`src/rtl/bus_pkg.sv`:
```
// -----------------------------------------------------------------------------
// bus_pkg
// Shared definitions for the two-master bus: arbiter state encoding, the slave
// select codes every master and slave decodes against, and the owner-selection
// rule used whenever the bus is free.
// -----------------------------------------------------------------------------
package bus_pkg;

   typedef enum logic [1:0] {
      IDLE = 2'd0,
      GNT1 = 2'd1,
      GNT2 = 2'd2,
      TURN = 2'd3
   } arb_state_t;

   localparam logic [2:0] SLV1 = 3'b001;
   localparam logic [2:0] SLV2 = 3'b010;

   // Pick the next owner of a free bus. On contention the master that did not
   // own the bus last wins, which gives round-robin fairness.
   function automatic arb_state_t pick_owner(input logic req_1,
                                             input logic req_2,
                                             input logic last_was_2);
      arb_state_t nxt;
      if (req_1 && req_2) begin
         nxt = last_was_2 ? GNT1 : GNT2;
      end else if (req_1) begin
         nxt = GNT1;
      end else if (req_2) begin
         nxt = GNT2;
      end else begin
         nxt = IDLE;
      end
      return nxt;
   endfunction

endpackage

```
`src/rtl/bus_slave_decode.sv`:
```
// -----------------------------------------------------------------------------
// bus_slave_decode
// Combinational slave-select decoder for the bus owner.
// Ports:
//   sel     in   SEL_W  owner's slave select
//   rw      in   1      owner's direction (1 = write)
//   en      out  2      one-hot slave enable (bit0 = slave 1, bit1 = slave 2)
//   err     out  1      select does not map to any slave
//   rw_out  out  1      direction passed through to the bus
// -----------------------------------------------------------------------------
module bus_slave_decode
   import bus_pkg::*;
#(
   parameter int SEL_W = 3
) (
   input  logic [SEL_W-1:0] sel,
   input  logic             rw,
   output logic [1:0]       en,
   output logic             err,
   output logic             rw_out
);

   // Map the select code onto a slave enable; unknown codes flag an error.
   always_comb begin
      en     = 2'b00;
      err    = 1'b0;
      rw_out = rw;
      case (sel)
         SEL_W'(SLV1): en  = 2'b01;
         SEL_W'(SLV2): en  = 2'b10;
         default:      err = 1'b1;
      endcase
   end

endmodule

```
`src/rtl/bus_arbiter_2m.sv`:
```
// -----------------------------------------------------------------------------
// bus_arbiter_2m
// Arbiter for a bus shared by two masters. Round-robin on contention, bounded
// tenure when the other master is waiting, and a dead cycle (TURN) at every
// change of owner. All outputs are registered one stage behind the state, so a
// request seen in IDLE produces a grant two edges later.
// Ports:
//   clk, rst              clock (rising edge), async active-high reset
//   busreq_1/2            bus requests, held high for the whole transfer
//   rw_1/2                master direction (1 = write)
//   sel_1/2               master slave select
//   grant_1/2             bus grants
//   slave_en              one-hot slave enable of the current owner
//   bus_rw                owner's direction, 1 when idle
//   bus_busy              high while either grant is high
//   decode_err            owner selected an unmapped slave
// -----------------------------------------------------------------------------
module bus_arbiter_2m
   import bus_pkg::*;
#(
   parameter int SEL_W      = 3,
   parameter int MAX_TENURE = 16,
   parameter int CNT_W      = 5
) (
   input  logic             clk,
   input  logic             rst,
   input  logic             busreq_1,
   input  logic             busreq_2,
   input  logic             rw_1,
   input  logic             rw_2,
   input  logic [SEL_W-1:0] sel_1,
   input  logic [SEL_W-1:0] sel_2,
   output logic             grant_1,
   output logic             grant_2,
   output logic [1:0]       slave_en,
   output logic             bus_rw,
   output logic             bus_busy,
   output logic             decode_err
);

   arb_state_t       state_r;
   arb_state_t       next_state_s;
   logic             last_owner_r;   // 1 = master 2 owned the bus last
   logic [CNT_W-1:0] tenure_r;
   logic             limit_s;
   logic             owned_s;

   logic [SEL_W-1:0] owner_sel_s;
   logic             owner_rw_s;
   logic [1:0]       dec_en_s;
   logic             dec_err_s;
   logic             dec_rw_s;

   logic             grant_1_r;
   logic             grant_2_r;
   logic [1:0]       slave_en_r;
   logic             bus_rw_r;
   logic             bus_busy_r;
   logic             decode_err_r;

   // ">=" rather than "==": tenure saturates, so an owner that held the bus
   // alone past the limit must still yield as soon as the other master asks.
   assign limit_s = (tenure_r >= CNT_W'(MAX_TENURE - 1));
   assign owned_s = (state_r == GNT1) || (state_r == GNT2);

   // State register.
   always_ff @(posedge clk or posedge rst) begin
      if (rst) begin
         state_r <= IDLE;
      end else begin
         state_r <= next_state_s;
      end
   end

   // Next-state decision: free states arbitrate, owners release or get preempted.
   always_comb begin
      next_state_s = state_r;
      case (state_r)
         IDLE, TURN: begin
            next_state_s = pick_owner(busreq_1, busreq_2, last_owner_r);
         end
         GNT1: begin
            if (!busreq_1 || (busreq_2 && limit_s)) begin
               next_state_s = TURN;
            end else begin
               next_state_s = GNT1;
            end
         end
         GNT2: begin
            if (!busreq_2 || (busreq_1 && limit_s)) begin
               next_state_s = TURN;
            end else begin
               next_state_s = GNT2;
            end
         end
         default: next_state_s = IDLE;
      endcase
   end

   // Tenure counter and last-owner memory, both updated as an owner leaves.
   always_ff @(posedge clk or posedge rst) begin
      if (rst) begin
         tenure_r     <= {CNT_W{1'b0}};
         last_owner_r <= 1'b1;
      end else if (owned_s && (next_state_s == TURN)) begin
         tenure_r     <= {CNT_W{1'b0}};
         last_owner_r <= (state_r == GNT2);
      end else if (owned_s) begin
         if (tenure_r < CNT_W'(MAX_TENURE)) begin
            tenure_r <= tenure_r + CNT_W'(1);
         end else begin
            tenure_r <= tenure_r;
         end
      end else begin
         tenure_r <= {CNT_W{1'b0}};
      end
   end

   assign owner_sel_s = (state_r == GNT2) ? sel_2 : sel_1;
   assign owner_rw_s  = (state_r == GNT2) ? rw_2  : rw_1;

   bus_slave_decode #(
      .SEL_W (SEL_W)
   ) u_decode (
      .sel    (owner_sel_s),
      .rw     (owner_rw_s),
      .en     (dec_en_s),
      .err    (dec_err_s),
      .rw_out (dec_rw_s)
   );

   // Registered bus outputs; decode only drives the bus while a master owns it.
   always_ff @(posedge clk or posedge rst) begin
      if (rst) begin
         grant_1_r    <= 1'b0;
         grant_2_r    <= 1'b0;
         bus_busy_r   <= 1'b0;
         slave_en_r   <= 2'b00;
         bus_rw_r     <= 1'b1;
         decode_err_r <= 1'b0;
      end else begin
         grant_1_r  <= (state_r == GNT1);
         grant_2_r  <= (state_r == GNT2);
         bus_busy_r <= owned_s;
         if (owned_s) begin
            slave_en_r   <= dec_en_s;
            bus_rw_r     <= dec_rw_s;
            decode_err_r <= dec_err_s;
         end else begin
            slave_en_r   <= 2'b00;
            bus_rw_r     <= 1'b1;
            decode_err_r <= 1'b0;
         end
      end
   end

   assign grant_1    = grant_1_r;
   assign grant_2    = grant_2_r;
   assign slave_en   = slave_en_r;
   assign bus_rw     = bus_rw_r;
   assign bus_busy   = bus_busy_r;
   assign decode_err = decode_err_r;

endmodule

```
`config.mk`:
```
export PLATFORM = sky130hd
export DESIGN_NAME = bus_arbiter_2m
export DESIGN_NICKNAME = d
export VERILOG_FILES = /design/src/rtl/bus_pkg.sv /design/src/rtl/bus_slave_decode.sv /design/src/rtl/bus_arbiter_2m.sv
export SDC_FILE = /design/constraint.sdc
export NUM_CORES = 1
export LEC_CHECK = 0
export CAP_MARGIN = 20
export CORE_MARGIN = 5
export CORE_UTILIZATION = 40
export DETAILED_ROUTE_END_ITERATION = 8
export GPL_TIMING_DRIVEN = 1
export PLACE_DENSITY = 0.77
export SYNTH_ARGS = -nofsm -noshare
export SYNTH_HDL_FRONTEND = slang
export SYNTH_SLANG_ARGS = --single-unit
```
`constraint.sdc`:
```
create_clock -name clk -period 3.6 [get_ports clk]
set_input_delay 0.72 -clock clk [delete_from_list [all_inputs] [get_ports clk]]
set_output_delay 0.72 -clock clk [all_outputs]
set_load 0.02 [all_outputs]
```
==> results by group <==
Yosys
  • Post-synth top area share: 42.1%
  • Ys Warns: 0
  • Post-synthesis sequential area ratio: 48.9%
  • Post-synthesis cell area: 772 sq um
  • Seq cells post-synth: 15
  • Syn Nets: 84
  • Gate Count Post-Synth: 68
  • Top cells by area, synth: dfrtp_1, dfstp_2, ha_1, nor2_1, buf_6
  • Post-synth top area cell: dfrtp_1
  • Post-synth cell types: 32
  • Syn Area/Cell: 11.4 sq um

Floorplanning
  • Chip width: 53.9 microns
  • Starting density of the core: 43.3%
  • Die area: 2910 sq um
  • Row cnt: 15
  • Core area: 1780 sq um
  • DIE HEIGHT: 53.9 microns
  • I/O pins: 19

Layout
  • Final Net Count: 104
  • Fill cells: 162
  • Most common cell after layout, fill and taps aside: clkdlybuf4s50_1
  • Most frequent cells in the layout: clkdlybuf4s50_1, dfrtp_1, nor2_1
  • Area growth, synth to finish: 27.1%
  • Share of post-route cells with drive strength above 1: 13.8%
  • ANT cells: 0

Routing
  • Detailed Routing Iterations Pass 1: 4
  • Post-route DRC violation count: 0
  • Vias per cell: 5.12
  • Vias: 573
  • Initial DRC Count: 16
  • Avg WL per Cell: 12.7 microns
  • DRT Wirelength: 1420 microns
  • Antenna Nets Post-Route: 0

Clocking
  • Clock transition at path regs: 0.08 ns
  • Cts repair resizes: 0
  • CTS tree: yes
  • Max Buffers Root-to-Sink: 2
  • Root buffer cell: clkbuf_4
  • CTS Hold Buffers Added: 0
  • TritonCTS Sinks: 15
  • Num CTS Buffers: 3
  • Post-CTS setup buffers: 0
  • H-Tree Depth: 1
  • Worst skew pair latency: 0.27 ns

Timing
  • Final count of hold timing violations: 0
  • Slew HR: 64.1%
  • Final period util: 62.8%
  • Final min period: 2.26 ns
  • Fin Clk Skew: 0.00462 ns
  • Fmax: 0.442 GHz
  • Final number of setup-violating endpoints: 0
  • WHS: 0.587 ns
  • Slew Viols, Final: 0
  • Setup TNS: 0 ns
  • RSZ-0062 raised after global routing: false
  • Slew @ Worst Pin: 0.537 ns

Power and ir drop
  • Cell-internal power: 0.428 mW
  • Part of the power in the clock network: 13.3%
  • Leakage: 0.435 nW
  • Combinational power share: 50.2%
  • P_sw: 0.264 mW
  • Net Sw Frac: 38.2%
  • Power per cell area: 706 nW/um^2
  • Worst IR Drop VDD: 0.000339 V
  • Reg power frac: 36.5%

Setup path
  • CP Cell Sequence: clkdlybuf4s50_1 -> nor3b_2 -> a221oi_2 -> a211o_1 -> nor3b_4 -> mux2_4
  • Slowest cell on crit path: clkdlybuf4s50_1
  • Critical path class: in2reg
  • Delay-heaviest family, CP: simple AND/OR/NAND/NOR gates
  • Startpoint Class: primary input
  • Slowest cell delay on critical path: 0.49 ns
  • Setup crit end kind: flip-flop
  • CP Max Fanout: 6
  • Critical Path AT: 2.47 ns
  • CP required: 3.81 ns
  • Worst Path Buf+Inv: 1

Status
  • Status: finished, final reports clean

Place
  • Final HPWL DP: 1110 microns
  • Port bufs: 18
  • Placer Congestion: 0.760

GRT
  • Largest net degree at the start of global routing: 16
  • Total global-route track usage: 11.8%
  • First-pass GRT wire length: 2450 microns
  • Initial antenna violation count: 0
  • Vias in the first global route: 592
  • GRT overflow: 0

Job
  • Max-cap violations: 0

Worst hold path
  • Hold Path Class: reg2reg
## flip-flops by register name (all words and copies together) (netlist names)
register      count
grant_1           1
bus_rw            1
decode_err        1
slave_en          2
bus_busy          1
last_owner_r      1
grant_2           1
state_r           2
tenure_r          5
## final cells by class
type | count | area [sq um] | area share [%]
timing repair buffer | 18 | 180 | 18.4
sequential | 15 | 378 | 38.5
clock inverter | 1 | 5.00 | 0.510
tap | 25 | 31.3 | 3.19
multi-input combinational | 44 | 342 | 34.8
inverter | 6 | 22.5 | 2.30
clock buffer | 3 | 22.5 | 2.30
## worst min-delay path, delay by kind of cell, from the launching register on
kind,cells,cell delay (ns)
XOR/XNOR,1,0.12
flip-flops,1,0.39
AND/OR/NAND/NOR,1,0.04
## logic make-up (layout without fill, tap and decap cells)
kind of cell               after synthesis  after routing  share of synthesized area [%]
muxes                                    3              3                           4.54
and+or+nand+nor                         26             26                           21.1
xor gates and xnor gates                 3              3                           3.40
AOI/OAI and AO/OA                        8              8                           8.75
buffers and inverters                    9             28                           6.81
DFF                                     15             15                           48.9
adders and majority gates                4              4                           6.48
## cells in the mapped netlist
cell type	number
a211o_1	1
a211oi_1	1
a21oi_1	1
a221oi_2	1
a31oi_1	1
a32oi_1	1
and3_1	2
and3_2	1
buf_4	1
buf_6	2
dfrtp_1	13
dfstp_2	2
ha_1	4
inv_1	6
mux2_4	1
mux2i_1	2
nand2_1	1
nand2b_1	1
nand2b_2	1
nand3_1	1
nand4_1	1
nor2_1	8
nor2b_1	1
nor3_1	4
nor3b_1	1
nor3b_2	1
nor3b_4	1
nor4b_1	2
o21a_1	1
o32ai_1	1
xnor2_1	2
xor2_1	1
## metrics by stage
step                total power [mW]  instance area [sq um]  util (%)  setup WS (ns)  std cells
floorplan                      0.511                    772         -           1.59         68
global placement               0.598                    953      53.5           1.13        108
detailed placement             0.606                    953      53.5           1.07        108
CTS                            0.702                    981      55.0           1.35        112
global route                   0.749                    981      55.0           1.28        112
finish                         0.692                    981      55.0           1.34        112
## worst paths after layout
kind / slack (ns) / depth (start not counted) / from / endpoint
max: 1.34 / 6 / busreq_2 / last_owner_r
min: 0.59 / 2 / tenure_r[3] / tenure_r[3]
max reg2reg: 1.44 / 8 / tenure_r[0] / last_owner_r
min reg2reg: 0.59 / 2 / tenure_r[3] / tenure_r[3]
max in group asynchronous: 2.45 / 2 / rst / last_owner_r
min in group asynchronous: 0.78 / 2 / rst / state_r[0]
## metal layers
layer	wire length, microns	vias up	global-route usage (%)
met2	685	16	18.5
met4	27	0	6.38
li1	-	274	-
met5	0	-	0
met1	648	281	15.0
met3	56	2	2.49
## power by group through the flow
stage | Sequential, mW | Clock [mW] | Combinational [mW]
after detailed placement | 0.257 | 0 | 0.349
after global placement | 0.254 | 0 | 0.344
after CTS | 0.253 | 0.0972 | 0.351
after global routing | 0.259 | 0.108 | 0.381
final | 0.253 | 0.0921 | 0.347
after floorplan | 0.290 | 0 | 0.221
Power figures use the tool's default switching activity.
